[src/rtl/pulse_train_gen.sv]
// Programmable pulse-train generator: continuous, one-shot or burst runs of
// period/width-shaped pulses with a per-run completed-period counter.
module pulse_train_gen #(
  parameter int unsigned CNT_W   = 25,
  parameter int unsigned BURST_W = 8
) (
  input  logic               clk,
  input  logic               rst_signal,
  input  logic               en,
  input  logic               start,
  input  logic [1:0]         mode,
  input  logic [CNT_W-1:0]   period,
  input  logic [CNT_W-1:0]   width,
  input  logic [BURST_W-1:0] burst_len,
  output logic               pulse,
  output logic               busy,
  output logic               done,
  output logic [BURST_W-1:0] pulse_cnt
);

  localparam logic [1:0] MODE_ONE   = 2'b01;
  localparam logic [1:0] MODE_BURST = 2'b10;
  localparam logic [1:0] MODE_RSVD  = 2'b11;

  typedef enum logic {IDLE, RUN} state_t;

  state_t             state_q, state_nxt;
  logic [CNT_W-1:0]   phase_q, phase_nxt;
  logic [BURST_W-1:0] cnt_q, cnt_nxt;
  logic               pulse_nxt, busy_nxt, done_nxt, latch_en;
  logic [CNT_W-1:0]   period_q, width_q;
  logic [BURST_W-1:0] burst_q;
  logic [1:0]         mode_q;
  logic               start_ok_c;
  logic [CNT_W-1:0]   phase_inc;
  logic [BURST_W-1:0] cnt_inc;

  // A launch is only legal with a usable configuration.
  assign start_ok_c = start && en && (mode != MODE_RSVD) && (period != '0) &&
                      ((mode != MODE_BURST) || (burst_len != '0));
  assign phase_inc  = phase_q + CNT_W'(1);
  assign cnt_inc    = cnt_q + BURST_W'(1);

  // State register and run datapath.
  always_ff @(posedge clk or posedge rst_signal) begin
    if (rst_signal) begin
      state_q   <= IDLE;
      phase_q   <= '0;
      cnt_q     <= '0;
      pulse     <= 1'b0;
      busy      <= 1'b0;
      done      <= 1'b0;
      period_q  <= '0;
      width_q   <= '0;
      burst_q   <= '0;
      mode_q    <= '0;
    end else begin
      state_q   <= state_nxt;
      phase_q   <= phase_nxt;
      cnt_q     <= cnt_nxt;
      pulse     <= pulse_nxt;
      busy      <= busy_nxt;
      done      <= done_nxt;
      if (latch_en) begin
        period_q <= period;
        width_q  <= width;
        burst_q  <= burst_len;
        mode_q   <= mode;
      end
    end
  end

  assign pulse_cnt = cnt_q;

  // Next-state and next-output logic.
  always_comb begin
    state_nxt = state_q;
    phase_nxt = phase_q;
    cnt_nxt   = cnt_q;
    pulse_nxt = 1'b0;
    busy_nxt  = 1'b0;
    done_nxt  = 1'b0;
    latch_en  = 1'b0;
    unique case (state_q)
      IDLE: begin
        if (start_ok_c) begin
          state_nxt = RUN;
          phase_nxt = '0;
          cnt_nxt   = '0;
          busy_nxt  = 1'b1;
          pulse_nxt = (width != '0);
          latch_en  = 1'b1;
        end
      end
      RUN: begin
        if (!en) begin
          state_nxt = IDLE;
          phase_nxt = '0;
        end else if (phase_q == period_q - CNT_W'(1)) begin
          // End of a period: count it, then finish or start the next one.
          phase_nxt = '0;
          cnt_nxt   = cnt_inc;
          if ((mode_q == MODE_ONE) ||
              ((mode_q == MODE_BURST) && (cnt_inc == burst_q))) begin
            state_nxt = IDLE;
            done_nxt  = 1'b1;
          end else begin
            busy_nxt  = 1'b1;
            pulse_nxt = (width_q != '0);
          end
        end else begin
          phase_nxt = phase_inc;
          busy_nxt  = 1'b1;
          pulse_nxt = (phase_inc < width_q);
        end
      end
      default: state_nxt = IDLE;
    endcase
  end

endmodule
[config.mk]
export PLATFORM = sky130hd
export DESIGN_NAME = pulse_train_gen
export DESIGN_NICKNAME = d
export VERILOG_FILES = /design/src/rtl/pulse_train_gen.sv
export SDC_FILE = /design/constraint.sdc
export NUM_CORES = 1
export LEC_CHECK = 0
export ABC_AREA = 0
export CORE_ASPECT_RATIO = 1.1
export CORE_UTILIZATION = 35
export CTS_BUF_LIST = sky130_fd_sc_hd__clkbuf_16
export DETAILED_ROUTE_END_ITERATION = 12
export SYNTH_ARGS = -nofsm -noshare
export SYNTH_HDL_FRONTEND = slang
export SYNTH_SLANG_ARGS = --single-unit
[constraint.sdc]
create_clock -name clk -period 8.3 [get_ports clk]
set_input_delay 1.245 -clock clk [delete_from_list [all_inputs] [get_ports clk]]
set_output_delay 1.245 -clock clk [all_outputs]
set_load 0.02 [all_outputs]
==> results of run 1 <==
==> layout make-up <==
cell class                      instances  share of cell area, %
Multi-Input combinational cell        515                  48.06
Sequential cell                        96                  32.01
Timing Repair Buffer                   78                  10.27
Tap cell                              238                  3.967
Clock buffer                            9                  3.000
Inverter                               39                  1.967
Clock inverter                          7                 0.7335
==> cell usage in the layout, fill, tap and decap left out, types with 21 or more instances in the layout <==
master,count
clkdlybuf4s50_1,74
dfrtp_1,96
ha_1,27
inv_1,38
mux2_2,31
nand2_1,65
nand3_1,26
nor2_1,27
nor3_1,21
nor4_1,23
o21ai_0,44
xnor2_1,38
==> per-layer routing <==
metal / vias up / global-route usage (%) / part of all wire, %
met5: - / 0 / 0
met4: 0 / 9.302 / 3.5
met3: 43 / 3.447 / 3.8
met2: 147 / 34.20 / 51
met1: 2732 / 24.73 / 42
li1: 2627 / - / -
==> registers in the layout, summed over array words and instances (netlist names) <==
name / flops
phase_q: 25
burst_q: 8
mode_q: 2
pulse: 1
pulse_cnt: 8
width_q: 25
state_q: 1
done: 1
period_q: 25
==> logic make-up after synthesis <==
kind of cell | Yosys count | synth area share (%)
AO/OA/AOI/OAI | 147 | 15.93
XOR/XNOR | 55 | 7.637
adder cells (fa/ha/maj) | 27 | 5.356
buffers and inverters | 73 | 4.840
multiplexers | 32 | 5.693
AND/OR/NAND/NOR | 254 | 22.46
flip-flops | 96 | 38.09
==> power groups by stage <==
stage          Clock, mW  Combinational [mW]  Sequential (mW)
3_3_place_gp           0               0.343            0.632
5_1_grt            0.441               0.400            0.639
6_report           0.409               0.359            0.627
2_1_floorplan          0               0.269            0.596
4_1_cts            0.420               0.359            0.628
3_5_place_dp           0               0.355            0.637
==> worst max-delay path by stage <==
| stage | end | slack, ns | start | depth (start not counted) |
|---|---|---|---|---|
| final | phase_q[21] | 3.88 | period_q[5] | 10 |
| after floorplan | burst_q[0] | 4.55 | rst_signal | 1 |
| after global routing | phase_q[24] | 3.63 | period_q[5] | 10 |
| after global placement | phase_q[19] | 3.91 | period[3] | 6 |
| after CTS | phase_q[21] | 3.90 | period_q[5] | 10 |
| after detailed placement | width_q[0] | 3.84 | burst_len[3] | 8 |
==> critical path, stage by stage, from the launching register on <==
cell       delay [ns]
dfrtp_1          0.53
nor4_4           0.49
nand4b_1         0.55
or4_1            0.68
a2111oi_0        0.56
nor4b_1          0.31
nor4b_2          0.28
buf_4            0.25
nor2_1           0.06
buf_4            0.23
a221o_1          0.36
==> metrics by stage <==
stage          util, %  cell area, um^2
4_1_cts          42.46             7506
3_5_place_dp     40.88             7226
6_report         42.46             7506
5_1_grt          42.46             7506
3_3_place_gp     40.88             7226
2_1_floorplan        -             6307
==> run_summary.xml, run 1 <==
<?xml version="1.0" encoding="UTF-8"?>
<metrics>
  <group name="status">
    <metric name="run_status" unit="">completed</metric>
  </group>
  <group name="pwr">
    <metric name="power_density" unit="nW/um^2">185.9</metric>
    <metric name="power.internal" unit="uW">911.4</metric>
    <metric name="p_total" unit="mW">1.396</metric>
    <metric name="clockPowerShare" unit="%">29.3</metric>
    <metric name="cellLeakagePower" unit="nW">3.027</metric>
    <metric name="share_seq_of_total_power" unit="%">45.0</metric>
    <metric name="pwr-share-comb" unit="%">25.7</metric>
    <metric name="p_sw" unit="uW">484.2</metric>
    <metric name="net_sw_share" unit="%">34.69</metric>
    <metric name="vdd.ir_drop.worst" unit="mV">0.09513</metric>
  </group>
  <group name="global_route">
    <metric name="track_usage" unit="%">20.13</metric>
    <metric name="via_count_of_the_first_global_routing_pass" unit="">5450</metric>
    <metric name="antenna_found_initial" unit="">0</metric>
    <metric name="total_global_routing_overflow" unit="">0</metric>
    <metric name="grt_pass1_wl" unit="um">28380</metric>
    <metric name="grt_start_max_net_pins" unit="">72</metric>
  </group>
  <group name="timing">
    <metric name="setup_tns" unit="ns">0</metric>
    <metric name="tightest_pin_transition" unit="ns">1.178</metric>
    <metric name="rsz0062_at_grt" unit="">no</metric>
    <metric name="finalWorstSetupSlack" unit="ns">3.882</metric>
    <metric name="finalSetupViolations" unit="">0</metric>
    <metric name="clock.fmax" unit="MHz">226.4</metric>
    <metric name="post-route-period-util" unit="%">53.22</metric>
    <metric name="finalWorstPathRequiredPeriod" unit="ns">4.418</metric>
    <metric name="final-max-slew-violation-count" unit="">0</metric>
    <metric name="timing.slew.headroom" unit="%">21.47</metric>
    <metric name="worst_clock_skew" unit="ns">0.01110</metric>
    <metric name="number_of_endpoints_with_negative_hold_slack_in_the_final_report" unit="">0</metric>
    <metric name="timing.hold.ws" unit="ns">0.5420</metric>
  </group>
  <group name="synth">
    <metric name="synth_nets" unit="">775</metric>
    <metric name="number_of_synthesized_flops_with_an_enable_pin" unit="">0</metric>
    <metric name="syn-instance-count" unit="">684</metric>
    <metric name="synth.top_cells.by_count" unit="">dfrtp_1, nand2_1, o21ai_0</metric>
    <metric name="synth_top_area_share" unit="%">38.09</metric>
    <metric name="synthesis.area_per_instance" unit="um^2">9.221</metric>
    <metric name="synth.most_common_cell" unit="">dfrtp_1</metric>
    <metric name="synthDistinctLibCells" unit="">61</metric>
    <metric name="largest_cells_by_area_after_synthesis" unit="">dfrtp_1, mux2_2, ha_1</metric>
    <metric name="mappedNetlistArea" unit="um^2">6307</metric>
    <metric name="synth.yosys.seq_area_share" unit="%">38.09</metric>
    <metric name="synth-async-reset-ratio" unit="%">100.0</metric>
    <metric name="ys.flop_type" unit="">dfrtp_1</metric>
    <metric name="number_of_storage_elements_in_the_synthesis_netlist" unit="">96</metric>
    <metric name="synth_warn" unit="">0</metric>
    <metric name="synth_top_area_cell" unit="">dfrtp_1</metric>
  </group>
  <group name="critical_path">
    <metric name="r2r_cells" unit="">10</metric>
    <metric name="cp.arrival" unit="ns">4.66</metric>
    <metric name="worst-r2r-setup-slack" unit="ns">3.88</metric>
    <metric name="timing.setup.critical_path_class" unit="">flop to flop</metric>
    <metric name="worst-endpoint-required" unit="ns">8.54</metric>
    <metric name="cp-start-kind" unit="">flop</metric>
    <metric name="end_kind" unit="">flop</metric>
    <metric name="reg2reg_from" unit="">period_q[5]</metric>
    <metric name="r2r_end" unit="">phase_q[21]</metric>
    <metric name="cp_max_fo" unit="">22</metric>
  </group>
  <group name="layout">
    <metric name="fillers" unit="">1727</metric>
    <metric name="regArea" unit="um^2">2402</metric>
    <metric name="area_growth_from_synthesis_to_layout" unit="%">19.00</metric>
    <metric name="instances_no_fill" unit="">982</metric>
    <metric name="layout-drive-gt1-share" unit="%">9.274</metric>
    <metric name="insertedDiodeCount" unit="">0</metric>
    <metric name="multi_input_comb_area" unit="um^2">3607</metric>
    <metric name="finish.net_count" unit="">830</metric>
  </group>
  <group name="run">
    <metric name="cap_viol_max_count" unit="">0</metric>
  </group>
  <group name="route">
    <metric name="detail_route.vias_per_cell" unit="">5.651</metric>
    <metric name="drt-initial-drc-count" unit="">386</metric>
    <metric name="detail_route.wl_per_cell" unit="um">17.91</metric>
    <metric name="routed-via-count" unit="">5549</metric>
    <metric name="drc" unit="">0</metric>
    <metric name="final_wirelength" unit="um">17590</metric>
    <metric name="dr.pass1.iters" unit="">5</metric>
    <metric name="detail-route-antenna-nets" unit="">0</metric>
  </group>
  <group name="clocking">
    <metric name="clk_transition_reported_paths" unit="ns">0.07</metric>
    <metric name="post_cts_sizing" unit="">0</metric>
    <metric name="cts.sinks" unit="">96</metric>
    <metric name="cts_buffer_depth" unit="">2</metric>
    <metric name="clock_tree_root_buffer_cell" unit="">clkbuf_16</metric>
    <metric name="cts-buffers-inserted" unit="">9</metric>
    <metric name="post_cts_hold_buffer_count" unit="">0</metric>
    <metric name="clock_tree.htree_level_count" unit="">3</metric>
    <metric name="tritoncts_clock_tree" unit="">built</metric>
    <metric name="clock_insertion_delay_worst_skew" unit="ns">0.36</metric>
    <metric name="postCtsSetupRepairBufs" unit="">0</metric>
  </group>
  <group name="placed_design">
    <metric name="dpl_worst_slack" unit="ns">3.843</metric>
    <metric name="numPortBuffers" unit="">74</metric>
    <metric name="post-place-cells" unit="">966</metric>
    <metric name="final_estimated_routing_congestion_in_global_placement" unit="">0.9700</metric>
    <metric name="detailedPlacementHpwl" unit="um">13140</metric>
  </group>
  <group name="floorplanning">
    <metric name="die_area" unit="um^2">18560</metric>
    <metric name="die_w" unit="um">130.0</metric>
    <metric name="floorplan.initialDensity" unit="%">35.68</metric>
    <metric name="dieHeight" unit="um">142.8</metric>
    <metric name="core_area" unit="um^2">17680</metric>
    <metric name="io_pins" unit="">75</metric>
    <metric name="row_count" unit="">51</metric>
  </group>
  <group name="worst_hold_path">
    <metric name="hold-path-cell-count" unit="">1</metric>
    <metric name="timing.hold.worst.start" unit="">period_q[24]</metric>
    <metric name="holdPathEnd" unit="">period_q[24]</metric>
    <metric name="hp-class" unit="">flop to flop</metric>
  </group>
</metrics>
Power figures use the tool's default switching activity.
==> run 2, diff against run 1 <==
clock period = 3.7 ns   (was 8.3 ns; I/O delays follow)
==> run 2 against run 1 <==
Effect of this change: die area is the same; via count is 2.1% higher; power grew 140%; non-clock buffer count is 40 higher; clock skew up 0.00087 ns; flip-flop and latch count unchanged; cell area increased by 5.7%; sequential power up 120%; first-iteration DRC count shrank 11%; setup slack got worse by 3.7 ns; maximum frequency up 25%; register-to-register slack got worse by 3.7 ns; largest cell class unchanged.
==> run_summary.xml, run 2 (synthesis results as in run 1) <==
<?xml version="1.0" encoding="UTF-8"?>
<metrics>
  <group name="status">
    <metric name="run_status" unit="">completed</metric>
  </group>
  <group name="timing">
    <metric name="number_of_endpoints_with_negative_hold_slack_in_the_final_report" unit="">0</metric>
    <metric name="tightest_pin_transition" unit="ns">0.5696</metric>
    <metric name="clock.fmax" unit="MHz">282.0</metric>
    <metric name="finalSetupViolations" unit="">0</metric>
    <metric name="timing.slew.headroom" unit="%">62.03</metric>
    <metric name="finalWorstPathRequiredPeriod" unit="ns">3.546</metric>
    <metric name="final-max-slew-violation-count" unit="">0</metric>
    <metric name="worst_clock_skew" unit="ns">0.01198</metric>
    <metric name="finalWorstSetupSlack" unit="ns">0.1540</metric>
    <metric name="post-route-period-util" unit="%">95.84</metric>
  </group>
  <group name="route">
    <metric name="detail_route.vias_per_cell" unit="">5.535</metric>
    <metric name="final_wirelength" unit="um">18420</metric>
    <metric name="dr.pass1.iters" unit="">4</metric>
    <metric name="detail-route-antenna-nets" unit="">0</metric>
    <metric name="drt-initial-drc-count" unit="">343</metric>
    <metric name="detail_route.wl_per_cell" unit="um">17.99</metric>
    <metric name="routed-via-count" unit="">5668</metric>
    <metric name="drc" unit="">0</metric>
  </group>
  <group name="layout">
    <metric name="final_common_cell" unit="">dfrtp_1</metric>
    <metric name="regArea" unit="um^2">2402</metric>
    <metric name="finish.net_count" unit="">872</metric>
    <metric name="insertedDiodeCount" unit="">0</metric>
    <metric name="multi_input_comb_area" unit="um^2">3671</metric>
    <metric name="most_frequent_cells_in_the_layout" unit="">dfrtp_1, clkdlybuf4s50_1, nand2_1</metric>
    <metric name="layout-drive-gt1-share" unit="%">14.89</metric>
    <metric name="reg.largest.list" unit="">period_q: 25 flops, phase_q: 25 flops, width_q: 25 flops</metric>
    <metric name="instances_no_fill" unit="">1024</metric>
    <metric name="area_growth_from_synthesis_to_layout" unit="%">25.83</metric>
    <metric name="fillers" unit="">1723</metric>
  </group>
  <group name="critical_path">
    <metric name="worst_path_max_delay_cell" unit="">or4_4</metric>
    <metric name="cp.arrival" unit="ns">3.84</metric>
    <metric name="crit_path_frequent_cell" unit="">or4b_4</metric>
    <metric name="critical-path-max-stage-delay" unit="ns">0.55</metric>
    <metric name="cp_cell_sequence" unit="">inv_1, ha_2, or4b_4, nor4b_4, o211ai_1, a22oi_1, or4b_4, or4_4, or4_1, nand3_1</metric>
    <metric name="end_kind" unit="">flop</metric>
    <metric name="cp-start-kind" unit="">flop</metric>
    <metric name="cp_max_fo" unit="">6</metric>
    <metric name="timing.setup.critical_path_class" unit="">flop to flop</metric>
    <metric name="worst-endpoint-required" unit="ns">3.99</metric>
  </group>
  <group name="worst_hold_path">
    <metric name="hp-class" unit="">flop to flop</metric>
  </group>
  <group name="global_route">
    <metric name="grt_start_max_net_pins" unit="">97</metric>
    <metric name="track_usage" unit="%">20.63</metric>
    <metric name="antenna_found_initial" unit="">0</metric>
    <metric name="total_global_routing_overflow" unit="">0</metric>
    <metric name="grt_pass1_wl" unit="um">29080</metric>
    <metric name="via_count_of_the_first_global_routing_pass" unit="">5664</metric>
  </group>
  <group name="pwr">
    <metric name="vdd.ir_drop.worst" unit="mV">0.2012</metric>
    <metric name="power_density" unit="nW/um^2">414.0</metric>
    <metric name="p_total" unit="mW">3.286</metric>
    <metric name="cellLeakagePower" unit="nW">3.273</metric>
  </group>
  <group name="run">
    <metric name="cap_viol_max_count" unit="">0</metric>
  </group>
  <group name="clocking">
    <metric name="cts_buffer_depth" unit="">2</metric>
    <metric name="clk_transition_reported_paths" unit="ns">0.07</metric>
    <metric name="tritoncts_clock_tree" unit="">built</metric>
    <metric name="cts-buffers-inserted" unit="">9</metric>
    <metric name="clock_tree_root_buffer_cell" unit="">clkbuf_16</metric>
    <metric name="clock_insertion_delay_worst_skew" unit="ns">0.36</metric>
    <metric name="clock_tree.htree_level_count" unit="">3</metric>
    <metric name="cts.sinks" unit="">96</metric>
  </group>
  <group name="placed_design">
    <metric name="post-place-cells" unit="">1001</metric>
    <metric name="final_estimated_routing_congestion_in_global_placement" unit="">0.8617</metric>
    <metric name="numPortBuffers" unit="">74</metric>
    <metric name="detailedPlacementHpwl" unit="um">13840</metric>
    <metric name="dpl_worst_slack" unit="ns">0.01269</metric>
  </group>
  <group name="floorplanning">
    <metric name="io_pins" unit="">75</metric>
    <metric name="die_area" unit="um^2">18560</metric>
    <metric name="row_count" unit="">51</metric>
    <metric name="die_w" unit="um">130.0</metric>
    <metric name="core_area" unit="um^2">17680</metric>
    <metric name="floorplan.initialDensity" unit="%">35.68</metric>
    <metric name="dieHeight" unit="um">142.8</metric>
  </group>
</metrics>
## run 2: worst max-delay path, delay by kind of cell, from the launching register on
kind	cells	cell delay, ns
AND/OR/NAND/NOR	6	2.48
flip-flops	1	0.38
AO/OA/AOI/OAI	2	0.33
adder cells (fa/ha/maj)	1	0.20
buffers and inverters	1	0.09
## run 2: per-stage QoR
step	hold slack (ns)	area [um^2]	util (%)	TNS, ns
finish	0.5322	7936	44.90	0
global route	0.5617	7936	44.90	-0.01619
CTS	0.5356	7823	44.26	0
detailed placement	0.5188	7526	42.58	0
global placement	0.5157	7526	42.58	0
floorplan	0.4980	6307	-	0
## run 2: final timing paths
| path | from | to | slack, ns | cells past startpoint |
|---|---|---|---|---|
| hold / removal | burst_q[1] | burst_q[1] | 0.53 | 1 |
| min in group asynchronous | rst_signal | width_q[5] | 0.60 | 3 |
| max in group asynchronous | rst_signal | burst_q[5] | 2.63 | 3 |
| hold reg to reg | burst_q[1] | burst_q[1] | 0.53 | 1 |
| setup / recovery | period_q[0] | pulse_cnt[3] | 0.15 | 10 |
| setup reg to reg | period_q[0] | pulse_cnt[3] | 0.15 | 10 |
## run 2: per-layer routing
layer  global-route usage (%)  up-vias  part of all wire [%]
met2                    34.65      116                    48
li1                         -     2724                     -
met5                        0        -                     0
met4                    10.10        0                   3.5
met3                    2.435       40                   2.8
met1                    26.17     2788                    45
## run 2: power breakdown
| group | total [mW] | internal, mW | leakage (nW) | switching [mW] |
|---|---|---|---|---|
| Clock | 0.963 | 0.526 | 0.149 | 0.437 |
| Sequential | 1.39 | 1.21 | 1.22 | 0.180 |
| Combinational | 0.937 | 0.443 | 1.90 | 0.493 |
## run 2: cell type report
type	count	share of cell area, %
flip-flops and latches	96	30.27
well taps	238	3.752
clock inverters	7	0.8986
multi-input cells	517	46.26
inverters	39	1.860
repair buffers	118	14.13
clock buffers	9	2.838
## run 2: what timing repair did
action	in CTS	in global routing
hold buffers	0	0
setup endpoints to repair	0	32
setup buffers	0	5
hold endpoints to repair	0	0
resized for setup	0	10
==> run 3, diff against run 2 <==
ABC_AREA = default   (was 0)
==> results of run 3 <==
The final DEF is identical to that of run 2; final timing and power are the same.
==> RTL edit, RTL diff (config.mk and constraints of run 2) <==
The output `pulse` loses its register stage (`pulse` becomes a continuous assignment).
--- a/src/rtl/pulse_train_gen.sv
+++ b/src/rtl/pulse_train_gen.sv
@@ -48,5 +48,4 @@
       phase_q   <= '0;
       cnt_q     <= '0;
-      pulse     <= 1'b0;
       busy      <= 1'b0;
       done      <= 1'b0;
@@ -59,5 +58,4 @@
       phase_q   <= phase_nxt;
       cnt_q     <= cnt_nxt;
-      pulse     <= pulse_nxt;
       busy      <= busy_nxt;
       done      <= done_nxt;
@@ -70,4 +68,6 @@
     end
   end
+
+  assign pulse = pulse_nxt;
 
   assign pulse_cnt = cnt_q;
Behaviour: not the same (Yosys sat finds a counterexample within 4 cycles, from zero or initial values and one cycle with rst_signal high).
==> RTL edit against run 2 <==
The run now ends with negative setup slack left; total power grew 12%; via count grew 7.6%; routed wire length grew 10%; sequential cell count shrank 1; sequential share of layout area shrank 4.0 points; cell area grew 14%; setup slack lost 0.79 ns; utilization grew 6.5 points; clock skew shrank 0.0016 ns; global-route usage grew 2.2 points; area after synthesis shrank 0.40%; final cell count grew 12%; largest cell class unchanged; highest routed layer unchanged.
==> RTL edit: results (changes against run 2) <==
Critical path
• period_q[1] — timing startpoint of the critical path
• 7 — highest net fanout along the worst path, +1
• -0.37 ns — slack of the worst reg-to-reg path, -0.52 ns
• 3.78 ns — data arrival time at the worst-slack endpoint, -0.06 ns
• 0.56 ns — Crit path largest cell delay
• period_q[1] — critical register-to-register path startpoint
• sky130_fd_sc_hd__or4b_4 — master of the slowest instance on the critical path
• 32 — Reg2Reg Depth, +22
• pulse — Critical Path End
• period_q[1] — Worst R2R End

Layout
• period_q x25, phase_q x25, width_q x25 — largest registers
• 999 — Layout Nets, +15%
• 1613 — Filler Cells Inserted, -6.4%
• 0.288 — ratio of cells with drive above 1 in the final layout, +0.139
• 0 — n_diodes, unchanged

Timing
• 0 — Hold Fails Final Rpt, unchanged
• 0.956 ns — actual slew at the worst max-slew pin, +0.386 ns
• -0.632 ns — setup ws final, -0.786 ns
• 0.0104 ns — worst clock skew, -0.00162 ns
• 3 — final setup vio count, +3

Clock network
• 0.35 ns — clock latency at the later pin of the worst-skew pair
• 9 — TritonCTS buffer count, unchanged
• 0.07 ns — clock slew at reported path FFs, about the same
• 2 — Max Root-Sink Buffers, unchanged
• 3 — CTS H-Tree Depth, unchanged
• sky130_fd_sc_hd__clkbuf_16 — clock root buffer master

Synthesis
• 0.378 — proportion of synthesized chip area in sequential cells, -0.00247
• sky130_fd_sc_hd__dfrtp_1, sky130_fd_sc_hd__nand2_1, sky130_fd_sc_hd__o21ai_0 — most frequent cells after synthesis
• 1.00 — FFs w/ async S/R, synth, unchanged
• 774 — Synth Net Count, -0.13%
• sky130_fd_sc_hd__dfrtp_1, sky130_fd_sc_hd__mux2_2, sky130_fd_sc_hd__ha_1 — top post-synthesis cells by area
• 0 — total of warnings raised by yosys, unchanged
• 61 — Distinct cells, synth, unchanged

Power
• 3.98 nW — static leakage power, +22%
• 0.243 mV — Max IR drop VDD, +21%

Global route
• 0 — number of antenna violations at the first check in global routing, unchanged
• 91 — maximum number of pins on one net before global-route repair, -6.2%
• 32.1 mm — global-route wire length before repair, +10%
• 0.228 — All-Layer GR Usage, +0.0218

Drt
• 6101 — vias after detailed routing, +7.6%
• 376 — number of DRC markers after the initial detailed-route iteration, +9.6%
• 5 — number of iterations in the first detailed-routing pass, +1
• 17.6 um — detail-routed net length per standard cell, -2.0%

Min path
• reg2reg — class of the tightest hold or removal check

Placement
• 15.1 mm — final HPWL from detailed placement, +8.9%
• -0.664 ns — Post-Place Worst Slack, -0.677 ns
• 0.897 — routability congestion estimate from global placement, +4.1%
• 74 — number of buffer cells added on primary ports, unchanged
• 8230 sq um — placed cell area, +9.4%

Outcome
• negative setup slack — failing checks
• complete, but fails checks — result of the run

==> RTL edit: cell families (layout without fill, tap and decap cells) <==
kind of cell,Yosys count,after routing,synth area share
and+or+nand+nor,254,254,0.225
AOI/OAI and AO/OA,147,147,0.160
DFF,95,95,0.378
buffers and inverters,73,303,0.0486
xor gates and xnor gates,55,55,0.0767
muxes,32,32,0.0572
adders and majority gates,27,27,0.0538
==> RTL edit: how the worst min path moves through the flow <==
stage | from | endpoint | depth (start not counted)
2_1_floorplan | width_q[0] | width_q[0] | 1
3_3_place_gp | burst_q[1] | burst_q[1] | 1
3_5_place_dp | burst_q[6] | burst_q[6] | 1
4_1_cts | burst_q[6] | burst_q[6] | 1
5_1_grt | burst_q[1] | burst_q[1] | 1
6_report | burst_q[6] | burst_q[6] | 1
==> RTL edit: repair_timing <==
item	CTS	global route
buffers inserted	33	7
hold buffers	0	0
pin swaps	8	15
gates resized for setup	18	35
endpoints found under the setup margin	6	29
==> RTL edit: worst max-delay path, delay by kind of cell (launching register included) <==
kind	cells	cell delay, ns
DFF	1	0.41
AOI/OAI and AO/OA	2	0.29
adders and majority gates	1	0.12
and+or+nand+nor	6	1.87
buffers and inverters	5	0.72
==> RTL edit: through the flow <==
stage          total power [mW]  std cells  setup TNS, ns  hold slack, ns
4_1_cts                    3.63       1146          -1.15           0.534
2_1_floorplan              1.93        683              0           0.498
5_1_grt                    3.89       1151          -1.49           0.554
3_5_place_dp               2.48       1097         -0.691           0.518
3_3_place_gp               2.46       1097         -0.776           0.520
6_report                   3.69       1151          -1.03           0.531
==> RTL edit: layout make-up <==
type	instances	area, sq um	share of cell area
inverter	39	148	0.0163
timing repair buffer	248	2140	0.237
tap	238	298	0.0329
clock inverter	7	87.6	0.00968
sequential	95	2380	0.263
multi-input combinational	515	3770	0.417
clock buffer	9	225	0.0249
==> RTL edit: metal layers <==
layer  global-route usage  vias to the layer above  share of wire  routed length, um
li1                     -                     2967              -                  -
met1                0.295                     2962           0.44               8880
met2                0.388                      143           0.51              10300
met3               0.0252                       29          0.031                637
met4               0.0869                        0          0.025                498
met5                    0                        -              0                  0
==> RTL edit: where the power goes <==
| group | leakage (nW) | total (mW) | internal, mW | switching [mW] |
|---|---|---|---|---|
| clock network | 0.152 | 1.01 | 0.588 | 0.423 |
| registers | 1.21 | 1.33 | 1.19 | 0.135 |
| logic | 2.62 | 1.34 | 0.707 | 0.637 |
